`src/rtl/rundet_pkg.sv`:
```
// ============================================================================
// rundet_pkg : shared types, limits and helpers for run_length_detector
// Rev 1.0    : initial release
// ============================================================================
`default_nettype none

package rundet_pkg;

    localparam int RUN_LEN_MIN = 2;
    localparam int RUN_LEN_MAX = 255;

    typedef enum logic [0:0] {
        IDLE = 1'b0,
        RUN  = 1'b1
    } rundet_state_t;

    // len counts 0..RUN_LEN inclusive, so it needs room for RUN_LEN itself
    function automatic int len_width(input int run_len);
        return $clog2(run_len + 1);
    endfunction

endpackage

`default_nettype wire

```
`src/rtl/sat_counter.sv`:
```
// ============================================================================
// sat_counter : up-counter that sticks at all-ones instead of wrapping
// Rev 1.0     : initial release
// ============================================================================
`default_nettype none

module sat_counter #(
    parameter int WIDTH = 8
) (
    input  logic             clk,
    input  logic             reset,
    input  logic             inc,
    output logic [WIDTH-1:0] cnt
);

    logic [WIDTH-1:0] cnt_q;

    always_ff @(posedge clk or posedge reset) begin
        if (reset) begin
            cnt_q <= '0;
        end else if (inc && (cnt_q != {WIDTH{1'b1}})) begin
            cnt_q <= cnt_q + 1'b1;
        end
    end

    assign cnt = cnt_q;

endmodule

`default_nettype wire

```
`src/rtl/run_length_detector.sv`:
```
// ============================================================================
// run_length_detector : Moore detector for RUN_LEN equal qualified bits on w.
// Optional detection-event counter enabled by macro RUNDET_COUNT_EN.
// Rev 1.0             : initial release
// ============================================================================
`default_nettype none

module run_length_detector
    import rundet_pkg::*;
#(
    parameter int RUN_LEN = 2,
    parameter int CNT_W   = 8
) (
    input  logic             clk,
    input  logic             reset,
    input  logic             en,
    input  logic             clr,
    input  logic             w,
    output logic             z,
    output logic             z_val
`ifdef RUNDET_COUNT_EN
    ,
    output logic [CNT_W-1:0] det_cnt
`endif
);

    localparam int                LEN_W    = len_width(RUN_LEN);
    localparam logic [LEN_W-1:0] LEN_FULL = LEN_W'(RUN_LEN);
    localparam logic [LEN_W-1:0] LEN_ONE  = LEN_W'(1);

    rundet_state_t    st_q, st_d;
    logic             prev_q, prev_d;
    logic [LEN_W-1:0] len_q, len_d;

    always_ff @(posedge clk or posedge reset) begin
        if (reset) begin
            st_q   <= IDLE;
            prev_q <= 1'b0;
            len_q  <= '0;
        end else begin
            st_q   <= st_d;
            prev_q <= prev_d;
            len_q  <= len_d;
        end
    end

    always_comb begin
        st_d   = st_q;
        prev_d = prev_q;
        len_d  = len_q;
        if (clr) begin
            st_d   = IDLE;
            prev_d = 1'b0;
            len_d  = '0;
        end else if (en) begin
            case (st_q)
                IDLE: begin
                    st_d   = RUN;
                    prev_d = w;
                    len_d  = LEN_ONE;
                end
                RUN: begin
                    if (w == prev_q) begin
                        if (len_q != LEN_FULL) begin
                            len_d = len_q + LEN_ONE;
                        end
                    end else begin
                        // a differing bit is the first bit of the next run
                        prev_d = w;
                        len_d  = LEN_ONE;
                    end
                end
                default: begin
                    st_d   = IDLE;
                    prev_d = 1'b0;
                    len_d  = '0;
                end
            endcase
        end
    end

    assign z     = (st_q == RUN) && (len_q == LEN_FULL);
    assign z_val = z & prev_q;

`ifdef RUNDET_COUNT_EN
    logic det_event;

    // z is about to rise: exactly one event per qualifying run
    assign det_event = (st_d == RUN) && (len_d == LEN_FULL) && !z;

    sat_counter #(
        .WIDTH (CNT_W)
    ) u_det_cnt (
        .clk   (clk),
        .reset (reset),
        .inc   (det_event),
        .cnt   (det_cnt)
    );
`endif

endmodule

`default_nettype wire
```
`config.mk`:
```
export PLATFORM = sky130hd
export DESIGN_NAME = run_length_detector
export DESIGN_NICKNAME = d
export VERILOG_FILES = /design/src/rtl/rundet_pkg.sv /design/src/rtl/sat_counter.sv /design/src/rtl/run_length_detector.sv
export SDC_FILE = /design/constraint.sdc
export NUM_CORES = 1
export LEC_CHECK = 0
export ABC_CLOCK_PERIOD_IN_PS = 1100
export CAP_MARGIN = 5
export CORE_AREA = 2 2 39 41
export CTS_CLUSTER_SIZE = 14
export DETAILED_ROUTE_END_ITERATION = 7
export DIE_AREA = 0 0 41 43
export GPL_ROUTABILITY_DRIVEN = 0
export HOLD_SLACK_MARGIN = 0.06
export PLACE_DENSITY_LB_ADDON = 0.2
export SYNTH_ARGS = -nofsm -noshare
export SYNTH_HDL_FRONTEND = slang
export SYNTH_SLANG_ARGS = --single-unit
```
`constraint.sdc`:
```
create_clock -name clk -period 1.1 [get_ports clk]
set_input_delay 0.22 -clock clk [delete_from_list [all_inputs] [get_ports clk]]
set_output_delay 0.22 -clock clk [all_outputs]
set_load 0.01 [all_outputs]
```
==> metrics.md, run 1 <==
| Metric | Value |
|---|---|
| Die area | 1760 um2 |
| Post-placement cell count | 52 |
| RSZ-0062 raised after global routing | true |
| First-pass GRT wire length | 834 um |
| Starting Density | 0.163 |
| CP Capture Type | output port |
| Number of nets in the layout | 48 |
| Power per cell area | between 900 and 1000 nW/um2 |
| Min-Delay Path Class | primary input to async pin |
| Failing checks | negative setup slack |
| Drt via density | approximately 3.9 |
| Final Worst Setup Slack | -0.206 ns |
| Die width | between 40 and 50 um |
| Global Route Usage Sum | 0.0746 |
| Vias | around 220 |
| R2R Path Start | len_q[0]$_DFFE_PP0P_ |
| Ports | 7 |
| Final Slew Violations | 0 |
| Synthesized Nets | 30 |
| Max frequency | ~770 MHz |
| Row count | 14 |
| Detail Route Antenna Nets | 0 |
| Clock Power Share | 0.426 |
| Avg WL per Cell | 9.46 um |
| Sequential element share of the synthesized area | 0.444 |
| Final Cycle Share | 1.19 |
| P_int | approximately 320 uW |
| Maximum vdd drop | about 440 uV |
| Crit Reg-Reg Endpoint | len_q[0]$_DFFE_PP0P_ |
| First-pass detailed-route iteration total | 4 |
| Post-synth cell types | 16 |
| # setup viols final | 4 |
| H-tree depth | 1 |
| Syn Std Cell Area | 225 um2 |
| Crit Path Class | register to output port |
| Sw power | between 90 and 100 uW |
| Slew margin rel. | 0.834 |
| Die height | roughly 43 um |
| CP arrival | 1.09 ns |
| Power share of the combinational group | 0.184 |
| CTS root buffer | clkbuf_4 |
| Syn. warnings | 0 |
| Endpoints failing hold | 0 |
| Core area | 1380 um2 |
| Setup Skew | about 0.00086 ns |
| CTS tree | built |
| Post-DP HPWL | around 370 um |
| Vias in the first global route | between 200 and 250 |
| Number of maximum-capacitance violations | 0 |
| Clk_lat worst skew | around 0.23 ns |
| CTS Buffer Depth | 2 |
| Hold-fix buffers, CTS | 0 |
| Layout cells sized above 1 | 0.475 |
| R2R depth | 6 |
| Status | finished with violations |
| Worst-margin pin slew | ~0.25 ns |
| DRC | 0 |
| Sequential share of power | 0.390 |
| Worst-path clk slew | 0.04 ns |
| CP required | 0.88 ns |
| Largest net degree at the start of global routing | 7 |
| DR iter-0 viols | 2 |
| TritonCTS Buffers | 3 |
| Net Sw Frac | 0.221 |
| WL final | roughly 530 um |
| Sink Count | 4 |
| Final Critical Period | between 1 and 1.5 ns |
| Register bit total from synthesis | 4 |
| R2R setup slack | -0.10 ns |
| Gate Count Post-Synth | 24 |
| IO buf count | 6 |
| Initial antenna violation count | 0 |
| Gr ovfl total | 0 |
| Crit start category | register |
| Static leakage | roughly 0.18 nW |
| Synth Area per Inst | 9.38 um2 |
| Final Core Density | 0.300 |
| Final Instance Count excl. Fillers | 56 |
| Max Fanout on Critical Path | 3 |
| ANT cells | 0 |
| Layout area overhead | 84.4% |
## flip-flops by register name, summed over array words and instances, names as in the netlist
register / count
prev_q: 1
len_q: 2
st_q: 1
## synth_stat cells (all sizes together)
master,number,area [um2]
ha,1,12.5
a21oi,1,5.00
nor2b,1,6.26
a311oi,1,8.76
a211oi,1,7.51
and3,1,7.51
mux2i,1,10.0
nor3,1,5.00
nor3b,1,7.51
xnor2,1,8.76
dfrtp,4,100
o21ai,1,5.00
inv,3,11.3
nand3b,1,7.51
and2,1,7.51
nor2,4,15.0
## metrics by stage
stage / power (mW) / worst slack, ns / hold WS (ns) / cell area (um2) / TNS, ns
finish: 0.415 / -0.206 / 0.168 / 415 / -0.582
detailed placement: 0.231 / -0.412 / 0.416 / 353 / -1.37
global route: 0.438 / -0.242 / 0.196 / 415 / -0.793
CTS: 0.427 / -0.216 / 0.164 / 402 / -0.621
floorplan: 0.189 / -0.00735 / -0.0139 / 228 / -0.00735
global placement: 0.231 / -0.408 / 0.408 / 353 / -1.45
## kinds of logic (layout without fill, tap and decap cells)
family                     after synthesis  after routing  share of synthesized area
adders and majority gates                1              1                     0.0555
muxes                                    1              1                     0.0444
DFF                                      4              4                      0.444
AOI/OAI and AO/OA                        4              4                      0.117
xor gates and xnor gates                 1              1                     0.0389
and+or+nand+nor                         10             10                      0.250
buffers and inverters                    3             19                     0.0500
## critical path, stage by stage (launching register included)
cell     delay (ns)
dfrtp_2        0.42
ha_4           0.18
and3_4         0.14
buf_6          0.11
## how the worst max path moves through the flow
stage                                end  slack (ns)  cells after the start                  from
floorplan           len_q[1]$_DFFE_PP0P_      -0.007                      5  len_q[0]$_DFFE_PP0P_
global placement                   z_val       -0.41                      4  len_q[0]$_DFFE_PP0P_
detailed placement                 z_val       -0.41                      4  len_q[0]$_DFFE_PP0P_
CTS                                z_val       -0.22                      3  len_q[1]$_DFFE_PP0P_
global route                       z_val       -0.24                      4  len_q[0]$_DFFE_PP0P_
finish                             z_val       -0.21                      3  len_q[1]$_DFFE_PP0P_
## cell type report
class	count	area, um2
repair buffers	13	119
multi-input cells	17	141
inverters	3	11.3
fillers	152	968
well taps	16	20.0
clock buffers	3	22.5
flip-flops and latches	4	101
## metal layers
layer	vias up	track usage	wire length (um)
met5	-	0	0
met4	0	0.0800	0
met3	0	0.0157	33
met2	7	0.106	288
met1	99	0.0814	208
li1	115	-	-
## layout by cell type, fill, tap and decap left out, drive strengths merged
master | Yosys | final
a311oi | 1 | 1
and3 | 1 | 1
a211oi | 1 | 1
xnor2 | 1 | 1
ha | 1 | 1
nor3b | 1 | 1
nor2 | 4 | 4
mux2i | 1 | 1
and2 | 1 | 1
clkdlybuf4s50 | 0 | 4
clkbuf | 0 | 3
nor2b | 1 | 1
inv | 3 | 3
a21oi | 1 | 1
buf | 0 | 9
o21ai | 1 | 1
dfrtp | 4 | 4
nand3b | 1 | 1
nor3 | 1 | 1
## power by group through the flow
| stage | logic, mW | registers, mW | clock network, mW |
|---|---|---|---|
| after detailed placement | 0.0686 | 0.162 | 0 |
| after floorplan | 0.0252 | 0.163 | 0 |
| after CTS | 0.0746 | 0.162 | 0.191 |
| final | 0.0763 | 0.162 | 0.177 |
| after global placement | 0.0680 | 0.163 | 0 |
| after global routing | 0.0841 | 0.163 | 0.191 |
## timing repair
item,in CTS,in global routing
buffers inserted,0,1
gates resized for setup,16,2
endpoints found under the hold margin,0,0
endpoints found under the setup margin,4,4
pin swaps,6,1
Power figures use the tool's default switching activity.
==> run 2, diff against run 1 <==
--- a/config.mk
+++ b/config.mk
@@ -8,6 +8,7 @@
 export ABC_CLOCK_PERIOD_IN_PS = 1100
 export CAP_MARGIN = 5
 export CORE_AREA = 2 2 39 41
+export CTS_CLUSTER_DIAMETER = 200
 export CTS_CLUSTER_SIZE = 14
 export DETAILED_ROUTE_END_ITERATION = 7
 export DIE_AREA = 0 0 41 43
==> results of run 2 <==
Same layout as run 1: the final DEF is identical, and so are final timing and power.
==> RTL edit 1: new RTL, flow settings as in run 2 <==
Add an input register stage for `en`, `clr` and `w`, cleared by the reset; this delays them by one clock.
--- a/src/rtl/run_length_detector.sv
+++ b/src/rtl/run_length_detector.sv
@@ -29,4 +29,20 @@
     localparam logic [LEN_W-1:0] LEN_ONE  = LEN_W'(1);
 
+    logic en_q;
+    logic clr_q;
+    logic w_q;
+
+    always_ff @(posedge clk or posedge reset) begin
+        if (reset) begin
+            en_q  <= '0;
+            clr_q <= '0;
+            w_q   <= '0;
+        end else begin
+            en_q  <= en;
+            clr_q <= clr;
+            w_q   <= w;
+        end
+    end
+
     rundet_state_t    st_q, st_d;
     logic             prev_q, prev_d;
@@ -49,17 +65,17 @@
         prev_d = prev_q;
         len_d  = len_q;
-        if (clr) begin
+        if (clr_q) begin
             st_d   = IDLE;
             prev_d = 1'b0;
             len_d  = '0;
-        end else if (en) begin
+        end else if (en_q) begin
             case (st_q)
                 IDLE: begin
                     st_d   = RUN;
-                    prev_d = w;
+                    prev_d = w_q;
                     len_d  = LEN_ONE;
                 end
                 RUN: begin
-                    if (w == prev_q) begin
+                    if (w_q == prev_q) begin
                         if (len_q != LEN_FULL) begin
                             len_d = len_q + LEN_ONE;
@@ -67,5 +83,5 @@
                     end else begin
                         // a differing bit is the first bit of the next run
-                        prev_d = w;
+                        prev_d = w_q;
                         len_d  = LEN_ONE;
                     end
Function: changed (Yosys sat finds a counterexample within 4 cycles, from zero or initial values and one cycle with reset high).
==> RTL edit 1 against run 2 <==
- the flow still finishes with violations (negative setup slack)
- sequential cell count increased by 3
- area after synthesis up 37%
- setup slack got worse by 0.022 ns
- power is 38% higher
- non-clock buffer count down 2
- clock power grew 25%
- clock skew rose by 0.0031 ns
- die area stayed put
- first-iteration DRC count up 50%
- routed wire length is 0.38% lower
- final area grew 12%
- largest power group is now registers
==> RTL edit 1: results (changes against run 2) <==
* Seq pwr share at 0.497 (+0.107)
* Cell area after placement at 438 um2 (+24%)
* Multi-input gate count at 18 (+1)
* First-pass GRT wire length at 931 um (+12%)
* Antenna violations before repair at 0 (unchanged)
* Clk tree area frac at 0.0565 (+0.00223)
* Share of cells above drive strength 1 at 0.349 (-0.126)
* Clock buffers at 4 (+1)
* Number of vias per cell at 4.12 (+4.4%)
* TritonCTS Sinks at 7 (+3)
* Worst Clk Skew at 0.00391 ns (+0.00306 ns)
* Met3 WL at 28 um (-15%)
* Top post-synthesis cells by area: dfrtp_1, nor2_1, ha_1
* Met2 Usage GRT at 0.113 (+0.00625)
* Met2 WL at 267 um (-7.3%)
* Outcome: finished with violations
* Final Util at 0.336 (+0.0362)
* Seq. cell area at 175 um2 (+73%)
* Final non-clock buffer share at 0.202 (-0.0845)
* Count of cell types in the netlist at 15 (-1)
* Syn nets at 34 (+13%)
* Syn Area/Cell at 11.0 um2 (+17%)
* Power consumption at 0.000574 W (+38%)
* Final Setup Violations at 4 (unchanged)
* Area of the multi-input gates at 139 um2 (-1.8%)
* Port Buffers at 6 (unchanged)
* M3 GR Usage at 0.0471 (+0.0314)
* Failing checks: negative setup slack
* Largest net degree at the start of global routing at 8 (+1)
* CP delay by family, top: flip-flops
* TNS Setup at -0.604 ns (-0.0219 ns)
* Final wirelength at 528 um (-0.38%)
* Pre-CTS setup slack at -0.362 ns (+0.0500 ns)
* Total Nets Final at 50 (+4.2%)
* FF-to-FF Start: len_q[0]
* Seq/Total Area, Yosys at 0.569 (+0.125)
* Switching part of the total at 0.217 (-0.00407)
* # fillers at 146 (-3.9%)
* Met1 usage at 0.100 (+0.0186)
* Slew @ Worst Pin at 0.257 ns (+0.0103 ns)
* Clock net power at 0.000222 W (+25%)
* # placed instances at 55 (+5.8%)
* Final hold slack at 0.196 ns (+0.0276 ns)
* Metal-1 WL at 233 um (+12%)
* Starting DRT DRC Count at 3 (+1)
* Synth cell count leaders: dfrtp_1, nor2_1, inv_1, nand2_1
* Critical Path AT at 1.11 ns (+0.02 ns)
* IR drop worst, VDD at 607 uV (+38%)
* Drt pass-1 iters at 2 (-2)
* PD cells at 1230 mW/mm2 (+23%)
* Buffers, non-clock at 11 (-2)
* Final setup margin at -0.228 ns (-0.0218 ns)
* Slowest cell on the critical path: dfrtp_1
* Total GRT Usage at 0.0822 (+0.00764)
* Vias at 243 (+10%)
==> RTL edit 1: changes by cell type in the layout (fill, tap and decap cells not counted) <==
cell,before,now
buf_6,3,1
o31ai_2,0,1
and2_1,0,1
nor2b_1,1,0
dfrtp_2,1,0
nand2_1,0,2
nor3_1,1,0
nor2_1,4,5
and2_4,1,0
dfrtp_1,3,7
clkbuf_1,0,1
buf_2,0,1
a211oi_2,1,0
buf_4,6,5
==> RTL edit 1: kinds of logic after synthesis <==
group | Yosys count | share of synthesized area
AOI/OAI and AO/OA | 4 | 0.102
buffers and inverters | 3 | 0.0366
muxes | 1 | 0.0325
xor gates and xnor gates | 1 | 0.0285
adders and majority gates | 1 | 0.0406
DFF | 7 | 0.569
and+or+nand+nor | 11 | 0.191
==> RTL edit 1: timing repair <==
item                                   4_1_cts  5_1_grt
endpoints found under the hold margin        0        0
setup endpoints to repair                    4        4
buffers inserted                             1        0
gates resized for setup                     11        0
pin swaps                                    3        2
==> RTL edit 2: new RTL, flow settings as in run 2 <==
Without the edit above. The option `RUNDET_COUNT_EN` is turned on by a define.
--- a/src/rtl/run_length_detector.sv
+++ b/src/rtl/run_length_detector.sv
@@ -5,4 +5,6 @@
 // ============================================================================
 `default_nettype none
+
+`define RUNDET_COUNT_EN
 
 module run_length_detector
Formal check against the unedited RTL (old outputs only; new: det_cnt): equivalent (Yosys induction, for registers that start in step).
==> RTL edit 2 against run 2 <==
- the flow still finishes with violations (negative setup slack)
- sequential share of layout area is 0.91 points lower
- fmax down 23%
- power increased to 2.8 times the old value
- routed wire length rose to 4.5 times the old value
- sequential cell count up 8
- final area rose to 3.1 times the old value
- area after synthesis grew to 2.9 times the old value
- clock power up 100%
- count of clock-buffer cells in the layout up 1
- sequential power rose to 3.0 times the old value
- setup slack worse by 0.39 ns
- critical endpoint is now u_det_cnt.cnt[5]
- largest cell class unchanged
- largest power group is now registers
==> RTL edit 2: results (changes against run 2) <==
* Outcome: finished with violations
* Failing checks: negative setup slack
* Inverters at 5 (+2)
* Final Setup Violations at 21 (+17)
* First-pass GRT wire length at 2.85 mm (+240%)
* Critical Path AT at 1.88 ns (+0.79 ns)
* Buffers, non-clock at 44 (+31)
* Syn nets at 70 (+130%)
* Seq/Total Area, Yosys at 0.454 (+0.00924)
* CP peak stage delay at 0.38 ns (-0.04 ns)
* Port Buffers at 14 (+8)
* Synth cell count leaders: dfrtp_1, nor2_1, inv_1, and3_1
* Slew @ Worst Pin at 0.321 ns (+0.0741 ns)
* Final non-clock buffer share at 0.334 (+0.0475)
* Clock buffers at 4 (+1)
* IR drop worst, VDD at 923 uV (+110%)
* Worst-Skew Late Latency at 0.28 ns (+0.05 ns)
* Worst setup startpoint: len_q[0]
* Drt pass-1 iters at 2 (-2)
* Seq area share at 0.235 (-0.00914)
* Clock Pin Slew Worst Setup and Hold Paths at 0.08 ns (+0.04 ns)
* Max reg flops at 8 (+6)
* Largest net degree at the start of global routing at 13 (+6)
* Clock net power at 0.000356 W (+100%)
* Number of vias per cell at 5.42 (+37%)
* Count of cell types in the netlist at 23 (+7)
* Total GRT Usage at 0.242 (+0.167)
* Switching part of the total at 0.267 (+0.0462)
* Share of cells above drive strength 1 at 0.642 (+0.167)
* Slowest cell on the critical path: dfrtp_1
* Final setup margin at -0.598 ns (-0.392 ns)
* Power consumption at 0.00114 W (+180%)
RTL edit 2: metrics by stage:
step / TNS, ns / hold WS [ns] / cell area (um2) / worst slack, ns / instances
2_1_floorplan: -3.17 / 0.0847 / 671 / -0.553 / 62
3_3_place_gp: -8.32 / 0.519 / 998 / -0.763 / 114
3_5_place_dp: -8.59 / 0.545 / 998 / -0.796 / 114
4_1_cts: -4.92 / 0.251 / 1170 / -0.540 / 121
5_1_grt: -7.15 / 0.251 / 1280 / -0.701 / 125
6_report: -6.07 / 0.243 / 1280 / -0.598 / 125
RTL edit 2: final timing paths:
path / to / slack (ns)
max: u_det_cnt.cnt[5] / -0.60
max reg2reg: u_det_cnt.cnt[5] / -0.60
max in group asynchronous: u_det_cnt.cnt[6] / 0.70
min in group clk: st_q / 0.62
min: u_det_cnt.cnt[0] / 0.24
min reg2reg: st_q / 0.62
RTL edit 2: critical path: cells and delay by family (launching register included):
kind,cells,cell delay (ns)
AO/OA/AOI/OAI,1,0.08
buffers and inverters,1,0.07
flip-flops,1,0.38
AND/OR/NAND/NOR,3,0.63
XOR/XNOR,1,0.19
adder cells (fa/ha/maj),1,0.26
RTL edit 2: metal layers:
layer,share of wire,up-vias,global-route usage
met3,0.029,14,0.0471
met1,0.37,332,0.254
li1,-,311,-
met2,0.55,20,0.450
met5,0,-,0
met4,0.052,0,0.0600
RTL edit 2: cell families (layout without fill, tap and decap cells):
kind of cell | Yosys count | count (layout) | synth area share
flops | 12 | 12 | 0.454
simple gates | 26 | 26 | 0.221
mux | 3 | 3 | 0.0529
buf+inv | 6 | 53 | 0.0359
fa+ha+maj | 3 | 3 | 0.0567
compound gates | 6 | 6 | 0.0889
xor+xnor | 6 | 6 | 0.0908
